[src/rtl/tinynpu_pkg.sv]
// tinynpu_pkg: shared row geometry, row type and row packer state encoding
package tinynpu_pkg;
  localparam int ROW_BYTES = 176;
  localparam int SDRAM_WORD_BYTES = 16;
  typedef logic [ROW_BYTES*8-1:0] row_t;
  typedef enum logic [1:0] {RP_IDLE, RP_RUN, RP_DONE} row_packer_state_e;
endpackage

[src/rtl/sdram_row_packer_row_out_reg.sv]
// row_out_reg: single-entry valid/ready register that can reload in the cycle it drains
module row_out_reg #(
  parameter int W = 1408
) (
  input  logic         clk,
  input  logic         rst_n,
  input  logic         load,
  input  logic [W-1:0] load_data,
  output logic         valid,
  input  logic         ready,
  output logic [W-1:0] data
);
  logic         valid_q, valid_d;
  logic [W-1:0] data_q, data_d;
  always_comb begin
    valid_d = load || (valid_q && !ready);
    data_d = load ? load_data : data_q;
  end
  always_ff @(posedge clk) begin
    if (!rst_n) begin
      valid_q <= 1'b0;
      data_q <= '0;
    end else begin
      valid_q <= valid_d;
      data_q <= data_d;
    end
  end
  assign valid = valid_q;
  assign data = data_q;
endmodule

[src/rtl/sdram_row_packer.sv]
// sdram_row_packer: fetches SDRAM words and packs 11 per row with credit-bounded read-ahead; ROW_PACKER_STALL_CNT_EN enables stall_cycles
module sdram_row_packer
  import tinynpu_pkg::*;
#(
  parameter int SDRAM_DATA_W = 128,
  parameter int WORDS_PER_ROW = 11,
  parameter int LINE_NUM_W = 11,
  parameter int ADDR_INC = 16
) (
  input  logic                                  clk,
  input  logic                                  rst_n,
  input  logic                                  start,
  input  logic [31:0]                           base_addr,
  input  logic [LINE_NUM_W-1:0]                 row_count,
  output logic                                  busy,
  output logic                                  done,
  output logic [31:0]                           rd_addr,
  output logic                                  rd_read,
  input  logic                                  rd_waitrequest,
  input  logic [SDRAM_DATA_W-1:0]               rd_data,
  input  logic                                  rd_datavalid,
  output logic [SDRAM_DATA_W*WORDS_PER_ROW-1:0] row_data,
  output logic                                  row_valid,
  input  logic                                  row_ready,
  output logic [31:0]                           stall_cycles
);
  localparam int ROW_W = SDRAM_DATA_W * WORDS_PER_ROW;
  localparam int KW = $clog2(WORDS_PER_ROW);
  localparam logic [15:0] WPR = 16'(WORDS_PER_ROW);
  localparam logic [15:0] CREDIT = 16'(2 * WORDS_PER_ROW);
  localparam logic [KW-1:0] K_LAST = KW'(WORDS_PER_ROW - 1);
  row_packer_state_e     state_q, state_d;
  logic [31:0]           addr_q, addr_d;
  logic [15:0]           issued_q, issued_d, total_q, total_d, in_flight;
  logic [LINE_NUM_W-1:0] rows_q, rows_d, acc_q, acc_d;
  logic [KW-1:0]         k_q, k_d;
  logic [ROW_W-1:0]      asm_q, asm_d, asm_w;
  logic                  full_q, full_d;
  logic                  run, accept, take, word, last_word, load;
  always_comb begin
    run = state_q == RP_RUN;
    in_flight = issued_q - 16'(acc_q) * WPR;
    rd_read = run && issued_q < total_q && in_flight < CREDIT;
    accept = rd_read && !rd_waitrequest;
    take = row_valid && row_ready;
    word = run && rd_datavalid;
    last_word = word && k_q == K_LAST;
    asm_w = asm_q;
    if (word) asm_w[SDRAM_DATA_W*int'(k_q) +: SDRAM_DATA_W] = rd_data;
    // a completed row waits in the assembly buffer until the output register frees up
    load = run && (full_q || last_word) && (!row_valid || row_ready);
    full_d = run && (full_q || last_word) && !load;
    k_d = (!run || last_word) ? '0 : word ? k_q + KW'(1) : k_q;
    asm_d = asm_w;
    addr_d = accept ? addr_q + ADDR_INC : addr_q;
    issued_d = accept ? issued_q + 16'd1 : issued_q;
    acc_d = take ? acc_q + LINE_NUM_W'(1) : acc_q;
    total_d = total_q;
    rows_d = rows_q;
    state_d = state_q;
    case (state_q)
      RP_IDLE: if (start) begin
        state_d = row_count != '0 ? RP_RUN : RP_DONE;
        addr_d = base_addr;
        issued_d = '0;
        acc_d = '0;
        k_d = '0;
        full_d = 1'b0;
        total_d = 16'(row_count) * WPR;
        rows_d = row_count;
      end
      RP_RUN: state_d = (take && acc_d == rows_q) ? RP_DONE : RP_RUN;
      default: state_d = RP_IDLE;
    endcase
  end
  always_ff @(posedge clk) begin
    if (!rst_n) begin
      state_q <= RP_IDLE;
      addr_q <= '0;
      issued_q <= '0;
      total_q <= '0;
      rows_q <= '0;
      acc_q <= '0;
      k_q <= '0;
      asm_q <= '0;
      full_q <= 1'b0;
    end else begin
      state_q <= state_d;
      addr_q <= addr_d;
      issued_q <= issued_d;
      total_q <= total_d;
      rows_q <= rows_d;
      acc_q <= acc_d;
      k_q <= k_d;
      asm_q <= asm_d;
      full_q <= full_d;
    end
  end
  row_out_reg #(.W(ROW_W)) u_out (
    .clk(clk),
    .rst_n(rst_n),
    .load(load),
    .load_data(asm_w),
    .valid(row_valid),
    .ready(row_ready),
    .data(row_data)
  );
  assign rd_addr = addr_q;
  assign busy = run;
  assign done = state_q == RP_DONE;
`ifdef ROW_PACKER_STALL_CNT_EN
  logic [31:0] stall_q, stall_d;
  always_comb
    stall_d = (state_q == RP_IDLE && start) ? '0 :
              (run && row_valid && !row_ready && stall_q != '1) ? stall_q + 32'd1 : stall_q;
  always_ff @(posedge clk) begin
    if (!rst_n) stall_q <= '0;
    else stall_q <= stall_d;
  end
  assign stall_cycles = stall_q;
`else
  assign stall_cycles = '0;
`endif
endmodule

[config.mk]
export PLATFORM = sky130hd
export DESIGN_NAME = sdram_row_packer
export DESIGN_NICKNAME = d
export VERILOG_FILES = /design/src/rtl/tinynpu_pkg.sv /design/src/rtl/sdram_row_packer_row_out_reg.sv /design/src/rtl/sdram_row_packer.sv
export SDC_FILE = /design/constraint.sdc
export NUM_CORES = 2
export LEC_CHECK = 0
export BUFFER_PORTS_ARGS = -buffer_cell sky130_fd_sc_hd__buf_4
export CAP_MARGIN = 25
export CORE_AREA = 2 2 641 643
export DETAILED_ROUTE_END_ITERATION = 16
export DIE_AREA = 0 0 643 645
export PLACE_DENSITY = 0.52
export SYNTH_ARGS = -nofsm -noshare
export SYNTH_HDL_FRONTEND = slang
export SYNTH_HIERARCHICAL = 1
export SYNTH_SLANG_ARGS = --single-unit
[constraint.sdc]
create_clock -name clk -period 12.5 [get_ports clk]
set_input_delay 0.625 -clock clk [delete_from_list [all_inputs] [get_ports clk]]
set_output_delay 0.625 -clock clk [all_outputs]
set_load 0.05 [all_outputs]
Word-level counts from Yosys, hierarchy flattened
Index checks and enable logic that the tools add are counted.
{ "word_totals": {"output_inout_bits": 1476, "register_bits": 2909, "word_cells": 72, "inputBits": 177} }
{ "op_classes": {"n_addsub": 6, "shift": 2, "n_mul": 2, "n_lt_le_gt_ge": 2, "muxes": 21, "reduce_logical": 23, "eq_ne": 5} }
{ "ops": {"columns": ["cell", "count"], "rows": [
  ["bitwise mux 1408 bit", 1],
  ["2-to-1 mux 1408 bit", 1],
  ["variable shift 128 x 33 -> 1408 bit (first input constant)", 1],
  ["variable part select 128 x 33 -> 1408 bit", 1],
  ["2-to-1 mux 32 bit", 3],
  ["2-to-1 mux 16 bit", 3],
  ["2-to-1 mux 11 bit", 3],
  ["negation 11 -> 33 bit", 1],
  ["adder 32 x 5 -> 32 bit (second input constant)", 1],
  ["multiplier 11 x 4 -> 15 bit (second input constant)", 2],
  ["adder 16 x 1 -> 16 bit (second input constant)", 1],
  ["< comparator 16 x 15 -> 1 bit", 1],
  ["< comparator 16 x 5 -> 1 bit (second input constant)", 1],
  ["2-to-1 mux 4 bit", 4],
  ["subtractor 16 x 15 -> 16 bit", 1],
  ["adder 11 x 1 -> 11 bit (second input constant)", 1],
  ["equality test 11 bit", 1],
  ["logical AND 1 bit", 11],
  ["nonzero test 11 bit", 1],
  ["2-to-1 mux 2 bit", 3],
  ["logical NOT 1 bit", 5],
  ["adder 4 x 1 -> 4 bit (second input constant)", 1],
  ["equality test 4 bit (second input constant)", 1],
  ["logical OR 1 bit", 4],
  ["other kinds (7)", 8]
]} }

Depth between registers and ports, before layout
{ "depth": {"word_depth": 10, "ltp_mapped": 18, "ltp_nobuf": 15} }

Hierarchy
The synthesis kept the hierarchy.
{ "by_module_without_submodules": {"columns": ["mod", "area_per_inst_um2", "cells_each", "instances", "seq_area_each_um2"], "rows": [
  ["sdram_row_packer", 63190.6, 7450, 1, 30008.8],
  ["row_out_reg", 53411.2, 4541, 1, 28207.1]
]} }

Worst setup path before layout
No wires, ideal clock.
{ "synth_path": {"path_type": "reg-to-output", "start": "register acc_q[6]", "end": "output port rd_read", "arrival_ps": 3917, "t_required_ps": 11875, "slack_ps": 7958, "path_stages_with_launch": 14, "n_path_buf": 1, "path_cell_list": "dfxtp_1 ha_1 fa_1 fa_1 inv_1 ha_1 nand2_1 o21bai_1 a2111o_1 nand3_1 o31ai_1 xor2_1 buf_4 and4b_1"} }
{ "synth_between": {"elab_chain_cells": 4} }
{ "synth_lines": {"columns": ["element", "line_no", "rtl"], "rows": [
  ["start, declared", "sdram_row_packer.sv:35", "logic [LINE_NUM_W-1:0] rows_q, rows_d, acc_q, acc_d;"],
  ["start signal, assigned", "sdram_row_packer.sv:83", "acc_q <= '0;"],
  ["start signal, assigned", "sdram_row_packer.sv:93", "acc_q <= acc_d;"],
  ["multiplier 11 x 4 -> 15 bit", "sdram_row_packer.sv:42", "in_flight = issued_q - 16'(acc_q) * WPR;"],
  ["subtractor 16 x 15 -> 16 bit", "sdram_row_packer.sv:42", null],
  ["< comparator 16 x 5 -> 1 bit", "sdram_row_packer.sv:43", "rd_read = run && issued_q < total_q && in_flight < CREDIT;"],
  ["logical AND 1 bit", "sdram_row_packer.sv:43", null],
  ["end, declared", "sdram_row_packer.sv:18", "output logic rd_read,"]
]} }
Every way passes these cells.

Worst setup path after layout
{ "layout_path": {"start": "register acc_q[3]", "end": "output port rd_read"} }
Same word-level chain as after synthesis.

==> summary.md <==
| Metric | Value |
|---|---|
| Type of the worst setup path | reg2out |
| Fmax | approximately 170 MHz |
| Crit-path leading delay family | adder cells |
| Post-DR vias/cell | 4.50 |
| Crit path DAT | about 5.4 ns |
| Power Dens Cells | ~140 nW/um^2 |
| Clock period minus worst slack | 5.97 ns |
| CP bufs+invs | 2 |
| Pre-CTS setup slack | about 7.0 ns |
| CP Capture Type | primary output |
| FP Rows | around 240 |
| GRT overflow | 0 |
| Slowest cell delay on critical path | around 0.67 ns |
| Die Footprint | about 410000 sq um |
| Drt first pass iters | 5 |
| Slew margin rel. | a little under a fifth |
| Clock Latency Late Sink | 0.93 ns |
| #FFs+latches synth | slightly below 3k |
| Final count of pins violating max slew | 0 |
| Warnings from Yosys | 6 |
| Grt met2 use | between 30% and 40% |
| Max cap viols | 0 |
| Gp weighted congestion | slightly above 0.8 |
| Drc violations | 0 |
| Main synth FF type | dfxtp_1 |
| Layout area overhead | 23.8% |
| Gr usage total | about a fifth |
| Die X | about 640 um |
| GR Util met1 | between 20% and 30% |
| Async SR Flop Fraction | 0% |
| TritonCTS Sinks | approximately 2.9k |
| Vias in the first global route | roughly 80k |
| Crit share post-route | a little under half |
| H-tree depth | 5 |
| Avg Cell Area, Syn | about 10 sq um |
| Post-route worst setup slack | around 6.5 ns |
| Post-DP HPWL | around 300000 um |
| Die height | approximately 650 um |
| Unrepaired setup endpoints after global routing | no |
| CTS clock-pin slew for the worst setup and hold paths | around 0.060 ns |
| Resized cells post-CTS | 0 |
| CP Data Required Time | between 10 and 15 ns |
| R2r setup slk | a little over 7 ns |
| Worst slew pin tran | 1.23 ns |
| CTS Hold Buffers Added | just over 70 |
| Non-Filler Instances | roughly 19k |
| TritonCTS clock tree | built |
| Crit path max-delay cell type | xnor2_2 |
| Avg WL per Cell | 23.4 um |
| Placed cells | 18.2k |
| Hold WC Path Type | in2reg |
| TritonCTS Buffers | between 300 and 400 |
| Met3 Track Usage GR | around 5.3% |
| Final setup TNS | 0 ns |
| Post-Route Skew | between 0.05 and 0.06 ns |
| Mapped Area | approximately 120000 sq um |
| Initial antenna violation count | 41 |
| Share of cells above drive strength 1 | 20.8% |
| Final setup fails | 0 |
| Detailed Route WL | between 400000 and 500000 um |
| Largest net degree at the start of global routing | about 280 |
| Port bufs | ~1.6k |
| Final ANT Viol Nets | 0 |
| Setup crit start kind | flip-flop |
| Pleak | between 50 and 60 nW |
| Hold Violations, Final | 0 |
| Ports | 1653 |
| Clock Path Buffers | 4 |
| Via count | roughly 85k |
| Status | completed |
| Final #Nets | 13.5k |
| Core Area | just over 400000 sq um |
| Post-synthesis sequential area ratio | ~50% |
| Iteration-0 DRC Markers | 5636 |
| Root Driver | clkbuf_16 |
| EDFF count, synth | 0 |
| Post-Syn Instances | around 12k |
| GR peak layer | met2 |
| Critical-path maximum fanout | 12 |
| Critical path cell sequence | ha_1 > fa_1 > fa_1 > inv_1 > ha_1 > a21oi_1 > o21bai_1 > a2111o_1 > a31oi_1 > o21bai_1 > xnor2_2 > and4b_1 > buf_4 |
| Count of cell types in the netlist | between 70 and 80 |
| Initial Utilization | 28.6% |
| Max VDD drop | 108 uV |
| First-pass GRT wire length | just over 600000 um |
| Total setup buffers inserted after CTS | 0 |
-- layout by cell type (no fill, tap or decap), types with 13 or more instances in the layout --
master	count
dfxtp_1	2908
buf_4	1712
nand2_1	1705
mux2i_1	1418
nor2b_1	1410
and2_1	1160
o21ai_0	576
mux2_2	477
nand3_1	351
clkbuf_16	345
a21oi_1	319
nand2b_1	130
inv_1	108
clkbuf_8	83
ha_1	77
clkbuf_1	72
dlygate4sd3_1	71
nor2_1	50
clkinv_2	50
conb_1	32
fa_1	27
bufinv_16	25
or4_1	23
diode_2	22
nand4_1	21
nor3_1	20
xnor2_1	20
xor2_1	17
and3_1	16
a21o_1	14
buf_12	14
nor4_1	13
a32oi_1	13
-- Yosys cell counts, types with 5 or more instances --
cell / instances / area share (%)
nor2b_1: 1411 / 7.6
o21ai_0: 576 / 2.5
buf_2: 63 / 0.27
o31ai_1: 8 / 0.052
or4_1: 23 / 0.15
a31oi_1: 5 / 0.027
a21oi_1: 319 / 1.4
buf_8: 22 / 0.28
a31o_2: 5 / 0.038
or3_1: 10 / 0.054
mux2i_1: 1418 / 12
buf_4: 48 / 0.31
and3_1: 16 / 0.086
o21bai_1: 5 / 0.032
nand4_1: 21 / 0.11
xnor2_1: 20 / 0.15
nor4_1: 15 / 0.080
nand2b_1: 130 / 0.70
inv_1: 109 / 0.35
fa_1: 27 / 0.46
and2_1: 1162 / 6.2
buf_12: 9 / 0.15
clkbuf_1: 751 / 2.4
dfxtp_1: 2908 / 50
a211oi_1: 9 / 0.058
xor2_1: 18 / 0.14
nand3_1: 351 / 1.5
nand4b_1: 7 / 0.053
a32oi_1: 13 / 0.098
a21o_1: 14 / 0.090
nor2_1: 53 / 0.17
nand2_1: 1716 / 5.5
ha_1: 78 / 0.84
mux2_2: 477 / 4.6
buf_6: 85 / 0.82
o211ai_1: 7 / 0.045
buf_1: 12 / 0.039
nor3_1: 21 / 0.090
-- through the flow --
stage / utilization, % / instance area [sq um] / power [W] / hold slack, ns
after floorplan: - / 117000 / 0.00997 / 0.432
after global placement: 32.3 / 132000 / 0.0103 / 0.443
after detailed placement: 32.3 / 132000 / 0.0103 / 0.448
after CTS: 35.4 / 144000 / 0.0208 / 0.000744
after global routing: 35.4 / 144000 / 0.0212 / 0.0399
final: 35.4 / 144000 / 0.0205 / 0.111
-- cell families after synthesis --
kind of cell	count (synthesis)	synth area share (%)
fa+ha+maj	105	1.30
flops	2908	49.9
simple gates	4951	22.5
buf+inv	1099	4.65
xor+xnor	39	0.299
mux	1896	16.8
other cells	1	0.00322
compound gates	992	4.56
-- path summary, 6_finish.rpt --
check | from | cells after the start | to
worst max-delay path | acc_q[3] | 13 | rd_read
worst min-delay path | rd_data[2] | 3 | asm_q[642]
worst max register to register | state_q[0] | 9 | u_out/data[124]
worst min register to register | total_q[2] | 2 | total_q[2]
-- final cells by class --
class                      count  area, sq um
fill                       41863       264000
sequential                  2908        58200
multi-input combinational   8015        53200
timing repair buffer        1805        14000
clock buffer                 500        10000
tap                         5451         6820
clock inverter               112         1590
inverter                     109          417
antenna                       22         55.1
-- registers in the layout, summed over array words and instances, names as in the netlist --
| register | count |
|---|---|
| u_out/valid | 1 |
| asm_q | 1408 |
| state_q | 2 |
| u_out/data | 1408 |
| total_q | 14 |
| acc_q | 11 |
| issued_q | 16 |
| k_q | 4 |
| rows_q | 11 |
| rd_addr | 32 |
| full_q | 1 |
-- metal layers --
metal / share of wire [%] / vias up
met5: 0.0068 / -
met4: 3.7 / 4
met3: 6.4 / 526
met2: 47 / 1904
met1: 43 / 41000
li1: - / 41690
-- tightest hold or removal path, cell delays in order --
cell     delay (ns)
buf_4          0.19
nand2_1        0.10
a21oi_1        0.06
-- power breakdown --
part           internal (W)  switching, W
combinational      0.000230      0.000513
clock               0.00613       0.00425
sequential          0.00931     0.0000273
(Power assumes the default switching activity.)
